==> src/rtl/uart_rx_cfg.sv <==
`default_nettype none
// ============================================================================
// Module      : uart_rx_cfg
// Description : Parametrised UART receiver. Oversampled with an external
//               baud tick. Data width, parity and stop-bit count are set by
//               parameters. Includes an input synchroniser, start-glitch
//               rejection, parity and framing error flags, and break recovery.
// Revision    : 1.0 - initial release
// ============================================================================
module uart_rx_cfg #(
    parameter int DATA_BITS  = 8,
    parameter int OVERSAMPLE = 16,
    parameter int PARITY_EN  = 0,
    parameter int PARITY_ODD = 0,
    parameter int STOP_BITS  = 1
) (
    input  logic                 clk,
    input  logic                 reset,
    input  logic                 rx,
    input  logic                 br_tick,
    output logic [DATA_BITS-1:0] rx_data,
    output logic                 rx_done,
    output logic                 parity_err,
    output logic                 frame_err,
    output logic                 busy
);

    localparam int c_TW = $clog2(OVERSAMPLE);
    localparam int c_BW = $clog2(DATA_BITS + 1);

    localparam logic [c_TW-1:0] c_TICK_MID  = c_TW'(OVERSAMPLE / 2 - 1);
    localparam logic [c_TW-1:0] c_TICK_END  = c_TW'(OVERSAMPLE - 1);
    localparam logic [c_BW-1:0] c_LAST_DATA = c_BW'(DATA_BITS - 1);
    localparam logic [c_BW-1:0] c_LAST_STOP = c_BW'(STOP_BITS - 1);
    localparam logic            c_PAR_EN    = (PARITY_EN != 0);
    localparam logic            c_ODD       = (PARITY_ODD != 0);

    typedef enum logic [2:0] {
        S_IDLE   = 3'd0,
        S_START  = 3'd1,
        S_DATA   = 3'd2,
        S_PARITY = 3'd3,
        S_STOP   = 3'd4,
        S_BREAK  = 3'd5
    } state_t;

    logic [1:0]           r_sync;
    state_t               r_state;
    logic [c_TW-1:0]      r_tick_cnt;
    logic [c_BW-1:0]      r_bit_cnt;
    logic [DATA_BITS-1:0] r_shreg;
    logic                 r_perr;
    logic                 r_ferr;
    logic                 r_fire;
    logic [DATA_BITS-1:0] r_rx_data;
    logic                 r_rx_done;
    logic                 r_parity_err;
    logic                 r_frame_err;

    logic w_rx;
    logic w_ferr_final;

    // Synchronised line and the frame error including the current stop sample
    assign w_rx         = r_sync[1];
    assign w_ferr_final = r_ferr | ~w_rx;

    // Two-flop synchroniser; resets to the idle (high) line level
    always_ff @(posedge clk) begin
        if (reset) begin
            r_sync <= 2'b11;
        end else begin
            r_sync <= {r_sync[0], rx};
        end
    end

    // Frame state machine; completes at the last stop-bit centre so a
    // back-to-back start edge is seen, and hands the result to the output stage
    always_ff @(posedge clk) begin
        if (reset) begin
            r_state    <= S_IDLE;
            r_tick_cnt <= '0;
            r_bit_cnt  <= '0;
            r_shreg    <= '0;
            r_perr     <= 1'b0;
            r_ferr     <= 1'b0;
            r_fire     <= 1'b0;
        end else begin
            r_fire <= 1'b0;
            case (r_state)
                S_IDLE: begin
                    if (!w_rx) begin
                        r_state    <= S_START;
                        r_tick_cnt <= '0;
                        r_bit_cnt  <= '0;
                        r_perr     <= 1'b0;
                        r_ferr     <= 1'b0;
                    end
                end
                S_START: begin
                    if (br_tick) begin
                        if (r_tick_cnt == c_TICK_MID) begin
                            r_tick_cnt <= '0;
                            // A high line at mid-start is a glitch: drop silently
                            r_state    <= w_rx ? S_IDLE : S_DATA;
                        end else begin
                            r_tick_cnt <= r_tick_cnt + 1'b1;
                        end
                    end
                end
                S_DATA: begin
                    if (br_tick) begin
                        if (r_tick_cnt == c_TICK_END) begin
                            r_tick_cnt <= '0;
                            r_shreg    <= {w_rx, r_shreg[DATA_BITS-1:1]};
                            if (r_bit_cnt == c_LAST_DATA) begin
                                r_bit_cnt <= '0;
                                r_state   <= c_PAR_EN ? S_PARITY : S_STOP;
                            end else begin
                                r_bit_cnt <= r_bit_cnt + 1'b1;
                            end
                        end else begin
                            r_tick_cnt <= r_tick_cnt + 1'b1;
                        end
                    end
                end
                S_PARITY: begin
                    if (br_tick) begin
                        if (r_tick_cnt == c_TICK_END) begin
                            r_tick_cnt <= '0;
                            r_perr     <= ((^r_shreg) ^ w_rx) != c_ODD;
                            r_state    <= S_STOP;
                        end else begin
                            r_tick_cnt <= r_tick_cnt + 1'b1;
                        end
                    end
                end
                S_STOP: begin
                    if (br_tick) begin
                        if (r_tick_cnt == c_TICK_END) begin
                            r_tick_cnt <= '0;
                            r_ferr     <= w_ferr_final;
                            if (r_bit_cnt == c_LAST_STOP) begin
                                r_bit_cnt <= '0;
                                r_fire    <= 1'b1;
                                r_state   <= w_ferr_final ? S_BREAK : S_IDLE;
                            end else begin
                                r_bit_cnt <= r_bit_cnt + 1'b1;
                            end
                        end else begin
                            r_tick_cnt <= r_tick_cnt + 1'b1;
                        end
                    end
                end
                S_BREAK: begin
                    // A held-low line must return high before a new frame
                    if (w_rx) begin
                        r_state <= S_IDLE;
                    end
                end
                default: begin
                    r_state <= S_IDLE;
                end
            endcase
        end
    end

    // Output stage: word and flags update together with the one-cycle done pulse
    always_ff @(posedge clk) begin
        if (reset) begin
            r_rx_data    <= '0;
            r_rx_done    <= 1'b0;
            r_parity_err <= 1'b0;
            r_frame_err  <= 1'b0;
        end else begin
            r_rx_done <= 1'b0;
            if (r_fire) begin
                r_rx_data    <= r_shreg;
                r_parity_err <= r_perr;
                r_frame_err  <= r_ferr;
                r_rx_done    <= 1'b1;
            end
        end
    end

    assign rx_data    = r_rx_data;
    assign rx_done    = r_rx_done;
    assign parity_err = r_parity_err;
    assign frame_err  = r_frame_err;
    assign busy       = (r_state != S_IDLE);

endmodule
`default_nettype wire
==> config.mk <==
export PLATFORM = sky130hd
export DESIGN_NAME = uart_rx_cfg
export DESIGN_NICKNAME = d
export VERILOG_FILES = /design/src/rtl/uart_rx_cfg.sv
export SDC_FILE = /design/constraint.sdc
export NUM_CORES = 1
export LEC_CHECK = 0
export CAP_MARGIN = 10
export CELL_PAD_IN_SITES_DETAIL_PLACEMENT = 0
export CELL_PAD_IN_SITES_GLOBAL_PLACEMENT = 2
export CORE_ASPECT_RATIO = 0.5
export CORE_MARGIN = 2
export CORE_UTILIZATION = 25
export DETAILED_ROUTE_END_ITERATION = 16
export PLACE_DENSITY = 0.58
export SETUP_SLACK_MARGIN = 0.02
export SYNTH_ARGS = -nofsm -noshare
export SYNTH_HDL_FRONTEND = slang
export SYNTH_SLANG_ARGS = --single-unit
==> constraint.sdc <==
create_clock -name clk -period 2.1 [get_ports clk]
set_clock_uncertainty 0.2 [all_clocks]
set_input_delay 0.63 -clock clk [delete_from_list [all_inputs] [get_ports clk]]
set_output_delay 0.63 -clock clk [all_outputs]
set_load 0.01 [all_outputs]
* After elaboration in Yosys (flattened, before gate mapping)
Cells that the tools add are included.
** Cells by class
- Bitwise gates (word level) :: 6
- Add/sub/neg operators :: 2
- Muxes and demuxes :: 37
- Eq/ne operators :: 21
- Reduce and logical (&&, ||, !) cells :: 16
** Operators with widths (number)
- two-way mux 4 bit :: 11
- two-way mux 3 bit :: 13
- inequality test 2 bit, second input constant :: 12
- case mux 4 bit (3 select lines) :: 2
- case mux 3 bit (6 select lines) :: 1
- AND reduction 12 bit :: 1
- AND reduction 4 bit :: 3
- nonzero test 3 bit :: 3
- adder 4 x 1 -> 4 bit, second input constant :: 2
- equality test 4 x 3 -> 1 bit, second input constant :: 2
- parity 8 bit :: 1
- two-way mux 1 bit :: 7
- equality test 3 x 2 -> 1 bit, second input constant :: 2
- equality test 3 bit, second input constant :: 2
- AND reduction 6 bit :: 1
- equality test 4 bit, second input constant :: 1
- logical NOT 4 bit :: 1
- inverter 1 bit :: 4
- case mux 1 bit (2 select lines) :: 2
- nonzero test 2 bit :: 2
- OR reduction 4 bit :: 1
- equality test 3 x 1 -> 1 bit, second input constant :: 1
- logical NOT 3 bit :: 1
- AND reduction 3 bit :: 1
- other kinds (5) :: 5
** Storage, ports and cells
- Output and inout bits :: 12
- Bits of input ports :: 4
- Register bits :: 35
- Word-level logic and storage cells :: 94

* Depth between registers and ports, before layout
Gate-level depths: netlist (run 1).
- Depth after elaboration :: 7
- Depth in mapped cells :: 7
- Mapped depth without buffers :: 7

* Worst setup path after synthesis (run 1)
Ideal clock, no wire load.
- Path kind :: input-to-reg
- Start point :: input port br_tick
- End point :: register r_tick_cnt[2]
- Setup time :: 0.070 ns
- Data required time :: 1.830 ns
- Path slack :: 0.149 ns
- Data arrival time :: 1.681 ns
- Stages on the path :: 6
- Path buffers :: 1
- Cell sequence :: buf_4 inv_2 nor3_2 nor2_2 or4b_1 a21oi_1
** Between the ends
- Cells in the longest elaborated chain, start to end :: 2
- Elaborated cells between the ends (all ways) :: 3
- Those cells by class :: eq/ne (2); reduce/logical (1)
** RTL lines
- from (decl) :: line 20 : input logic br_tick,
- inequality test 2 x 1 -> 1 bit (no line) / inequality test 2 bit (equally long branches)
- AND reduction 4 bit (no line) *
- to (signal assigned) :: line 106 : r_tick_cnt <= r_tick_cnt + 1'b1;
- to (signal assigned) :: line 122 : r_tick_cnt <= r_tick_cnt + 1'b1;
- to (signal assigned) :: line 133 : r_tick_cnt <= r_tick_cnt + 1'b1;
- to (decl) :: line 49 : logic [c_TW-1:0] r_tick_cnt;
Every way passes the cells marked *; elsewhere a longest branch is shown, timed or not.
A chain may end at the register's enable or synchronous reset.

* Worst setup path in the final report (run 1)
- Start point :: register r_rx_data[5] (netlist: rx_data[5])
- End point :: output port rx_data[5]
** RTL lines
- from (decl) :: line 55 : logic [DATA_BITS-1:0] r_rx_data;
- from (signal assigned) :: line 177 : r_rx_data <= r_shreg;
- to (decl) :: line 21 : output logic [DATA_BITS-1:0] rx_data,
No word-level cell between the ends.

==> results of run 1 <==
power by group:
part / internal, mW / leakage, nW / switching [mW] / total, mW
Sequential: 0.673 / 0.283 / 0.00722 / 0.681
Combinational: 0.0653 / 0.509 / 0.0886 / 0.154
Clock: 0.474 / 0.0731 / 0.296 / 0.770
cell usage after synthesis, types with 3 or more instances:
cell and number:
nor2_1 31, xnor2_1 7, inv_1 6, nand2_1 6, nor2b_1 3, o21ai_0 9, nand3_1 9, mux2i_1 20
a21oi_1 7, xor2_1 4, dfxtp_1 35, ha_1 3, a31oi_1 4, and3_1 3, buf_4 4, clkbuf_1 4
sequential cells by signal, summed over array words and instances, names as in the netlist:
register / count
frame_err: 1
r_fire: 1
rx_data: 8
r_shreg: 8
parity_err: 1
r_bit_cnt: 4
r_perr: 1
r_state: 3
r_sync: 2
r_ferr: 1
rx_done: 1
r_tick_cnt: 4
area by class of cell:
class / instances / area share [%]
clock buffers: 6 / 6.25
clock inverters: 2 / 0.732
inverters: 7 / 1.18
multi-input cells: 141 / 43.0
flip-flops and latches: 35 / 31.5
well taps: 92 / 5.18
repair buffers: 30 / 12.1
routing by layer:
metal,global-route usage (%),vias up,part of all wire [%]
li1,-,735,-
met4,3.45,0,0.85
met3,3.62,4,2.5
met1,16.1,684,54
met2,16.0,21,42
met5,0,-,0
logic make-up after synthesis:
family	Yosys count	share of synthesized area (%)
muxes	20	11.4
AOI/OAI and AO/OA	33	12.5
and+or+nand+nor	74	22.6
adders and majority gates	3	2.14
xor gates and xnor gates	11	5.48
buffers and inverters	20	6.12
DFF	35	39.9
worst min-delay path by stage:
stage                     cells after the start   endpoint  slack [ns]
after detailed placement                      1  r_sync[1]        0.19
final                                         1  r_sync[1]        0.21
after floorplan                               1  r_sync[1]        0.19
after global placement                        1  r_sync[1]        0.20
after CTS                                     1  r_sync[1]        0.21
after global routing                          1  r_sync[1]        0.22
placed cells by master, fill, tap and decap left out, types with 2 or more instances in the layout:
| cell | n |
|---|---|
| xor2_1 | 4 |
| a31oi_1 | 4 |
| buf_4 | 14 |
| ha_1 | 3 |
| o21ai_0 | 9 |
| nand3b_1 | 2 |
| nor2_2 | 2 |
| nor2_1 | 31 |
| nand3_1 | 9 |
| or3_1 | 2 |
| clkbuf_16 | 5 |
| clkdlybuf4s50_1 | 13 |
| o221ai_1 | 2 |
| nor2b_1 | 3 |
| nand4b_1 | 2 |
| a21oi_1 | 7 |
| inv_1 | 6 |
| and3_1 | 3 |
| or2_2 | 2 |
| mux2i_1 | 20 |
| dfxtp_1 | 35 |
| xnor2_1 | 7 |
| nand2_1 | 6 |
stage by stage:
step / setup TNS [ns] / worst slack, ns / utilization (%) / total power [mW]
floorplan: 0 / 0.149 / - / 0.800
global placement: -2.44 / -0.272 / 30.6 / 0.854
detailed placement: -2.64 / -0.312 / 30.6 / 0.851
CTS: 0 / 0.0433 / 33.0 / 1.63
global route: 0 / 0.0273 / 32.9 / 1.68
finish: 0 / 0.119 / 32.9 / 1.60
repair_timing:
item	in CTS	in global routing
pin swaps	0	0
hold buffers	0	0
resized for setup	4	1
setup endpoints to repair	4	1
endpoints found under the hold margin	0	0
==> key figures, run 1 <==
Status
  • Status: finished clean

Timing
  • RSZ-0062 raised after global routing: no
  • Final hold violations: 0
  • Final setup vio count: 0
  • Worst slew pin tran: 0.647 ns
  • Minimum clock period: 1.98 ns
  • Period utilization: 94.3%
  • FMAX: slightly above 0.5 GHz
  • Fin. max-slew vios: 0
  • Hold_ws: between 0.2 and 0.25 ns
  • Slew HR: 56.8%

Synthesis
  • Post-synth EDFFs: 0
  • Mapped Area: 0.00176 sq mm
  • #FFs+latches synth: 35
  • Async SR Flop Fraction: 0%
  • Gate Count Post-Synth: a little under 200
  • Ys Warns: 0
  • Yosys top cell by area: dfxtp_1
  • Synth cell types: 50
  • Avg Cell Area, Syn: about 9.0 sq um
  • Synth area leaders: dfxtp_1 40%, mux2i_1 11%, nor2_1 6.6%
  • Top_reg_cell synth: dfxtp_1
  • Top cell type's share of synthesized area: approximately two fifths
  • Net Count, Synth: roughly 200
  • Register area share after synthesis: approximately 40%

Critical path
  • Worst path max stage delay: roughly 0.54 ns
  • CP Cell Sequence: clkdlybuf4s50_1
  • Critical R2R Launch: r_bit_cnt[0]
  • Arrival time worst endpoint: roughly 1.2 ns
  • Critical path class: flip-flop to output port
  • Worst reg2reg setup slack: roughly 0.19 ns
  • Levels on crit path: 1
  • Critical Path Start: rx_data[5]
  • Critical path startpoint category: flip-flop
  • Critical path's top delay family: buffers and inverters
  • R2r endpoint: r_state[0]
  • Worst EP required: about 1.3 ns
  • Cells on worst reg2reg path: 7
  • Crit-path slowest cell: clkdlybuf4s50_1
  • Worst setup EP type: output port
  • CP Capture Point: rx_data[5]
  • Largest fanout on the critical path: 2
  • CP bufs+invs: 1

Placed design
  • GP Congestion: between 0.7 and 0.8
  • DP Wirelength: between 2 and 3 mm
  • Dpl cells: a little over 300
  • Placed standard-cell area: about 0.0021 sq mm
  • IO buf count: 15

Finish
  • Post-route cell area: around 0.0022 sq mm
  • Share of layout cells above drive strength 1: between 10% and 20%
  • Ant. Diodes: 0
  • Layout Nets: 227
  • Area of the multi-input gates: roughly 960 sq um
  • Area grow syn2layout: 26.4%
  • FILL cells: just over 700
  • Reg area: around 700 sq um
  • Final non-filler cell total: between 300 and 400

GRT
  • Initial antenna violation count: 0
  • Total track usage: 11.3%
  • First-pass GRT wire length: around 6.8 mm
  • GRT overflow: 0
  • Maximum number of pins on one net before global-route repair: 20
  • Vias in the first global route: ~1300

Clocking
  • Num CTS Buffers: 5
  • Root Buffer: clkbuf_16
  • Longest Clk Path Bufs: 2
  • Worst-Skew Late Latency: between 0.2 and 0.3 ns
  • CTS tree: done
  • H-tree depth: 2
  • CTS Sinks: 35
  • Clock transition at the registers of the reported paths: around 0.06 ns
  • Post-CTS setup buffer count: 0

Die
  • DIE HEIGHT: between 60 and 70 um
  • Die Wd: ~120 um
  • Row count: 21
  • Die area: just under 0.008 sq mm
  • Core ar.: slightly below 0.007 sq mm
  • Initial core utilization: roughly a quarter
  • IO Count: 16

Power
  • Power Density: 722 mW/mm^2
  • LEAKAGE: 0.865 nW
  • VDD IR max: 323 uV

Drt
  • Drt initial violations: 80
  • Residual DRC count: 0
  • Number of vias per cell: ~4.6
  • Final ANT Viol Nets: 0
  • Drt total wl: 3.99 mm
  • DR vias: ~1400
  • Routed length per instance: about 13 um
  • Drt first pass iters: 5

Worst hold path
  • Worst hold start: r_sync[0]
  • Worst hold path class: flip-flop to flip-flop

Job
  • Max-cap violations: 0
Power figures use the tool's default switching activity.
==> inputs of run 2 (changes only) <==
--- a/config.mk
+++ b/config.mk
@@ -10,9 +10,9 @@
 export CELL_PAD_IN_SITES_GLOBAL_PLACEMENT = 2
 export CORE_ASPECT_RATIO = 0.5
 export CORE_MARGIN = 2
-export CORE_UTILIZATION = 25
+export CORE_UTILIZATION = 35
 export DETAILED_ROUTE_END_ITERATION = 16
-export PLACE_DENSITY = 0.58
+export PLACE_DENSITY = 0.77
 export SETUP_SLACK_MARGIN = 0.02
 export SYNTH_ARGS = -nofsm -noshare
 export SYNTH_HDL_FRONTEND = slang
==> run 2 against run 1 <==
Against the previous run: utilization grew 11 points; clock-buffer cell count is the same; die area shrank 27%; flip-flop and latch count is the same; sequential power is essentially flat; cell area shrank 3.3%; final cell count shrank 7.3%; first-iteration DRC count shrank 60%; hold slack gained 0.014 ns; fmax shrank 1.7%; register-to-register slack is essentially flat.
==> key figures, run 2 (synthesis gave the netlist of run 1 again) <==
Drt
  • Drt first pass iters: 4
  • Number of vias per cell: 4.98
  • Top Metal Used: met4
  • Drt total wl: between 3 and 4 mm
  • M1 wire length: around 2.1 mm
  • Met3 routed WL: about 140 um
  • Final ANT Viol Nets: 0
  • WL met2: around 1.6 mm
  • Drt initial violations: 32
  • Residual DRC count: 0
  • DR vias: between 1000 and 1500
  • Routed length per instance: ~13 um

Clocking
  • Num CTS Buffers: 5
  • CTS tree: done
  • Worst-Skew Late Latency: ~0.29 ns
  • CTS Sinks: 35
  • Post-CTS Hold Buffers: 0
  • H-tree depth: 2
  • Root Buffer: clkbuf_8
  • Clock transition at the registers of the reported paths: 0.08 ns
  • Longest Clk Path Bufs: 2
  • CTS-repair resized insts: 4
  • Post-CTS setup buffer count: 0

Finish
  • Ant. Diodes: 0
  • Share of layout cells above drive strength 1: around 16%
  • Layout Nets: between 200 and 250
  • Post-route cell area: roughly 0.0021 sq mm
  • Area grow syn2layout: 22.2%
  • Final Util: 44.0%
  • Commonest non-fill, non-tap cell in the layout: dfxtp_1
  • Most frequent cells in the layout: 35 x dfxtp_1, 31 x nor2_1, 20 x mux2i_1

Timing
  • Worst slew pin tran: 0.643 ns
  • RSZ-0062 raised after global routing: no
  • Final hold violations: 0
  • Minimum clock period: 2.02 ns
  • Final WS setup: approximately 0.085 ns
  • FMAX: 0.496 GHz
  • Fin. max-slew vios: 0
  • Hold_ws: 0.221 ns
  • Final setup vio count: 0
  • Slew HR: a little under three fifths
  • Period utilization: between 90% and 100%

Worst hold path
  • Worst hold path class: flip-flop to flip-flop
  • Worst hold start: r_sync[0]
  • Worst hold stages: 1
  • Hold Path End: r_sync[1]

Job
  • Max-cap violations: 0

Critical path
  • Critical path startpoint category: flip-flop
  • Worst reg2reg setup slack: approximately 0.20 ns
  • Worst EP required: roughly 1.3 ns
  • Arrival time worst endpoint: between 1 and 1.5 ns
  • Critical path's top delay family: buffers and inverters
  • R2r endpoint: r_state[0]
  • Worst setup EP type: output port
  • CP Cell Sequence: clkdlybuf4s50_1
  • CP bufs+invs: 1
  • Largest fanout on the critical path: 2
  • Critical path class: flip-flop to output port
  • Crit-path slowest cell: clkdlybuf4s50_1
  • Worst path max stage delay: ~0.55 ns
  • Critical R2R Launch: r_bit_cnt[0]
  • Cells on worst reg2reg path: 7

Die
  • Row count: 18
  • Initial core utilization: between 30% and 40%
  • IO Count: 16
  • Core ar.: between 0.004 and 0.005 sq mm
  • DIE HEIGHT: between 50 and 60 um
  • Die Wd: between 100 and 150 um
  • Die area: between 0.005 and 0.006 sq mm

GRT
  • Total track usage: 14.9%
  • GRT overflow: 0
  • Initial antenna violation count: 0
  • Vias in the first global route: approximately 1300
  • First-pass GRT wire length: about 6.5 mm
  • Maximum number of pins on one net before global-route repair: 29

Placed design
  • Placed standard-cell area: around 0.002 sq mm
  • DP Wirelength: ~2.6 mm
  • Pre-CTS WS: -0.314 ns
  • IO buf count: 15
  • GP Congestion: ~0.81

Power
  • Power Density: between 600 and 700 mW/mm^2
  • LEAKAGE: roughly 0.83 nW
  • Total Power: about 1.4 mW
  • VDD IR max: around 340 uV

Status
  • Status: finished clean
## run 2: changes by cell type in the layout (fill, tap and decap cells not counted), sizes merged
cell	change
buf	-1
## run 2: layout make-up
cell class | count | area [sq um]
Tap cell | 70 | 87.6
Inverter | 7 | 26.3
Fill cell | 502 | 2740
Sequential cell | 35 | 701
Clock buffer | 6 | 82.6
Clock inverter | 2 | 16.3
Multi-Input combinational cell | 141 | 961
Timing Repair Buffer | 29 | 274
## run 2: how the worst max path moves through the flow
stage / slack [ns] / to / from / depth (start not counted)
after floorplan: 0.15 / r_tick_cnt[2] / br_tick / 6
after global placement: -0.27 / r_tick_cnt[2] / br_tick / 6
after detailed placement: -0.31 / r_tick_cnt[3] / br_tick / 7
after CTS: 0.01 / busy / r_state[0] / 2
after global routing: 0.04 / parity_err / parity_err / 1
final: 0.08 / parity_err / parity_err / 1
## run 2: where the power goes
group	total (mW)	internal, mW	switching [mW]
Sequential	0.680	0.672	0.00720
Clock	0.531	0.268	0.263
Combinational	0.159	0.0681	0.0904
Total	1.37	1.01	0.361
## run 2: metrics by stage
stage	instances	TNS, ns
after global placement	282	-2.15
final	290	0
after global routing	290	0
after detailed placement	282	-2.30
after floorplan	196	0
after CTS	290	0
## run 2: layer usage
| metal | track usage (%) | vias to the layer above |
|---|---|---|
| met5 | 0 | - |
| li1 | - | 736 |
| met3 | 4.60 | 5 |
| met4 | 4.05 | 0 |
| met2 | 22.7 | 17 |
| met1 | 20.6 | 685 |
==> RTL edit 1 (config.mk and constraints of run 2) <==
Change the parameter `OVERSAMPLE` from 16 to 32.
--- a/src/rtl/uart_rx_cfg.sv
+++ b/src/rtl/uart_rx_cfg.sv
@@ -9,7 +9,7 @@
 // ============================================================================
 module uart_rx_cfg #(
     parameter int DATA_BITS  = 8,
-    parameter int OVERSAMPLE = 16,
+    parameter int OVERSAMPLE = 32,
     parameter int PARITY_EN  = 0,
     parameter int PARITY_ODD = 0,
     parameter int STOP_BITS  = 1
Function: no difference found for any inputs over 10 cycles, from zero or initial values and one cycle with reset high; that may be too few to reach the edited logic, so the function may still have changed.
==> RTL edit 1 against run 2 <==
- the run now ends with negative setup slack left
- sequential cell count up 1
- fmax fell by 8.4%
- non-clock buffer count increased by 23
- critical path depth is 7 higher
- setup slack worse by 180 ps
- total power rose by 11%
- register-to-register slack worse by 300 ps
- final area is 17% higher
- die area rose by 4.8%
- wire length up 9.4%
- synthesized area is 5.1% higher
- largest cell class unchanged
==> RTL edit 1: results (changes against run 2) <==
- Maximum VDD drop: 0.4087 mV (+21%)
- Initial DRC Count: 82 (+160%)
- Final Power: 1.517 mW (+11%)
- Largest net degree at the start of global routing: 20 (-31%)
- Routed vias: 1573 (+9.0%)
- Worst-Margin Slew: 645.6 ps (+2.691 ps)
- Ys async rst share: 0 (unchanged)
- Status: finished, violations left
- Synth Area in Compound Gates: 0.1443 (+0.01975)
- Final hold slack: 207.9 ps (-13.00 ps)
- M2 GR Usage: 0.2338 (+0.006875)
- Final net count: 263 (+16%)
- Failing checks: negative setup slack
- Placer's final routability congestion estimate: 0.7312 (-9.3%)
- Distinct cells, synth: 49 (-2.0%)
- Pleak: 0.9440 nW (+13%)
- Setup TNS: -112.0 ps (-112.0 ps)
- Worst setup path endpoint: r_state[0]
- Remaining antenna violation count after routing: 0 (unchanged)
- Commonest cells post-synth: dfxtp_1, nor2_1, mux2i_1
- Critical Path AT: 2180 ps (+990 ps)
- Worst r2r path cells: 8 (+1)
- Met3 usage: 0.04723 (+0.001221)
- Flop pwr share: 0.465 (-0.031)
- Int Power: 1.137 mW (+13%)
- DP Area: 0.002325 mm^2 (+14%)
- Clock power frac: 0.405 (+0.017)
- Crit path from: r_tick_cnt[1]
- Routed Wire Length: 4178 um (+9.4%)
- Cell Count, Final, Fillers Out: 323 (+11%)
- Syn Inst Count: 203 (+3.6%)
- First-pass GRT wire length: 7203 um (+11%)
- Adder-Cell Fraction of Synth Area: 0.04743 (+0.02607)
- Share of cells above drive strength 1: 0.2648 (+0.1012)
- Mapped Nets: 214 (+5.4%)
- # fillers: 488 (-2.8%)
- Vias in the first global route: 1510 (+14%)
- Total GRT Usage: 0.1504 (+0.001188)
- FF+latch area: 730.7 um^2 (+4.3%)
- DP Wirelength: 2945 um (+11%)
- Root buffer cell: clkbuf_8
- Post-synthesis mux area share: 0.1057 (-0.008188)
- Met1 GRT Util: 0.2040 (-0.002475)
- Xor and xnor area share after synthesis: 0.03794 (-0.01686)
- Met3 WL: 163 um (+21%)
- Post-route setup slack: -99.64 ps (-184.5 ps)
- Sequential fraction of the synthesis area: 0.3902 (-0.008333)
- Pre-CTS setup slack: -328.1 ps (-14.38 ps)
- M1 WL: 2216 um (+7.4%)
- Placed insts: 309 (+9.6%)
- Largest cells by area after synthesis: dfxtp_1, mux2i_1, nor2_1, ha_1, a21oi_1
- CP max FO: 5 (+3)
- Worst R2R Start: r_tick_cnt[1]
- Final setup fails: 2 (+2)
- Met2 WL post-DR: 1756 um (+11%)
## RTL edit 1: cell count changes in the layout (fill, tap and decap cells not counted), sizes merged, moves of 6 or more
cell / before / now
buf: 14 / 37
o21ai: 10 / 2
a21oi: 7 / 13
nor2: 34 / 27
nand2: 6 / 12
## RTL edit 1: what timing repair did
item                                    4_1_cts  5_1_grt
buffers inserted                              4        2
resized for setup                             7        5
pin swaps                                     4        5
hold buffers                                  0        0
endpoints found under the setup margin        6       19
## RTL edit 1: final cells by class
class / count / share of cell area
clock buffers: 5 / 0.02732
clock inverters: 3 / 0.01689
inverters: 8 / 0.01192
multi-input cells: 149 / 0.4436
flip-flops and latches: 36 / 0.2901
well taps: 70 / 0.03477
repair buffers: 52 / 0.1754
## RTL edit 1: worst max-delay path, cell delays in order, from the launching register on
cell      delay (ps)
dfxtp_2          350
ha_4             140
and3_4           210
ha_4             150
nor4b_2           50
a211o_1          320
a21oi_4          190
o211ai_1         150
mux2_4           320
==> RTL edit 2 (flow settings as in run 2) <==
Made on the original files. Compare `r_bit_cnt` against `c_LAST_DATA` with >= in place of ==.
--- a/src/rtl/uart_rx_cfg.sv
+++ b/src/rtl/uart_rx_cfg.sv
@@ -112,7 +112,7 @@
                         if (r_tick_cnt == c_TICK_END) begin
                             r_tick_cnt <= '0;
                             r_shreg    <= {w_rx, r_shreg[DATA_BITS-1:1]};
-                            if (r_bit_cnt == c_LAST_DATA) begin
+                            if (r_bit_cnt >= c_LAST_DATA) begin
                                 r_bit_cnt <= '0;
                                 r_state   <= c_PAR_EN ? S_PARITY : S_STOP;
                             end else begin
Behaviour: no difference found for any inputs over 10 cycles, from zero or initial values and one cycle with reset high; that may be too few to reach the edited logic, so the function may still have changed.
==> RTL edit 2 against run 2 <==
- sequential cell count unchanged
- final area increased by 0.76%
- via count decreased by 1.7%
- critical endpoint is now rx_data[6]
- setup slack improved by 19 ps
- synthesized area decreased by 1.7%
- wire length decreased by 4.9%
- highest routed layer unchanged
- synthesized cell count decreased by 2.6%
- global-route usage decreased by 0.54 points
- cell count decreased by 0.69%
- utilization increased by 0.74 points
Power is not compared: it rests on default switching activity, and its combinational part moved more than twofold at a synthesized area within 25%.
==> RTL edit 2: results (changes against run 2) <==
- Initial DRC Count: 107 (+230%)
- M2 GR Usage: 0.2086 (-0.01837)
- Status: complete, no violations
- DR vias/cell: 4.924 (-1.1%)
- Commonest cells post-synth: dfxtp_1, nor2_1, mux2i_1
- Critical Path AT: 1170 ps (-20 ps)
- Sequential fraction of the synthesis area: 0.4055 (+0.006927)
- Final net count: 225 (-0.44%)
- Wirelength per Cell: 12.60 um (-4.3%)
- # resized after CTS: 6 (+2)
- Placed insts: 281 (-0.35%)
- Met3 WL: 151 um (+12%)
- Syn Inst Count: 191 (-2.6%)
- FF+latch area: 705.7 um^2 (+0.71%)
- DP Wirelength: 2509 um (-5.1%)
- Routed vias: 1418 (-1.7%)
- Headroom to the max-slew limit: 0.5611 (-0.009654)
- Mapped Nets: 198 (-2.5%)
- Distinct cells, synth: 47 (-6.0%)
- Largest net degree at the start of global routing: 19 (-34%)
- Combinational power share: 0.309
- Vias in the first global route: 1211 (-8.7%)
- Pre-CTS setup slack: -328.8 ps (-15.08 ps)
- Met3 usage: 0.04675 (+0.0007484)
- Share of cells above drive strength 1: 0.1927 (+0.02902)
- Placer's final routability congestion estimate: 0.8400 (+4.2%)
- DP Area: 0.002036 mm^2 (-0.43%)
- Main synth FF type: dfxtp_1
- Largest cells by area after synthesis: dfxtp_1, mux2i_1, nor2_1, xnor2_1, a21oi_1
==> RTL edit 2: area by class of cell <==
class,count,share of cell area
clock buffer,5,0.03179
clock inverter,2,0.01734
inverter,5,0.008671
multi-input combinational,139,0.4486
sequential,35,0.3260
tap,70,0.04046
timing repair buffer,32,0.1272
==> RTL edit 2: worst paths after layout <==
path | startpoint | end | slack, ps | cells after the start
worst max register to register | r_state[2] | r_state[2] | 210 | 6
worst min register to register | r_sync[0] | r_sync[1] | 220 | 1
worst max-delay path | rx_data[6] | rx_data[6] | 100 | 1
worst min-delay path | r_sync[0] | r_sync[1] | 220 | 1
==> RTL edit 2: logic make-up (layout without fill, tap and decap cells) <==
group,count (synthesis),in the layout,synth area share
compound gates,35,35,0.1405
flops,35,35,0.4055
simple gates,71,71,0.2209
fa+ha+maj,3,3,0.02173
xor+xnor,10,10,0.05069
mux,20,20,0.1166
buf+inv,17,44,0.04417
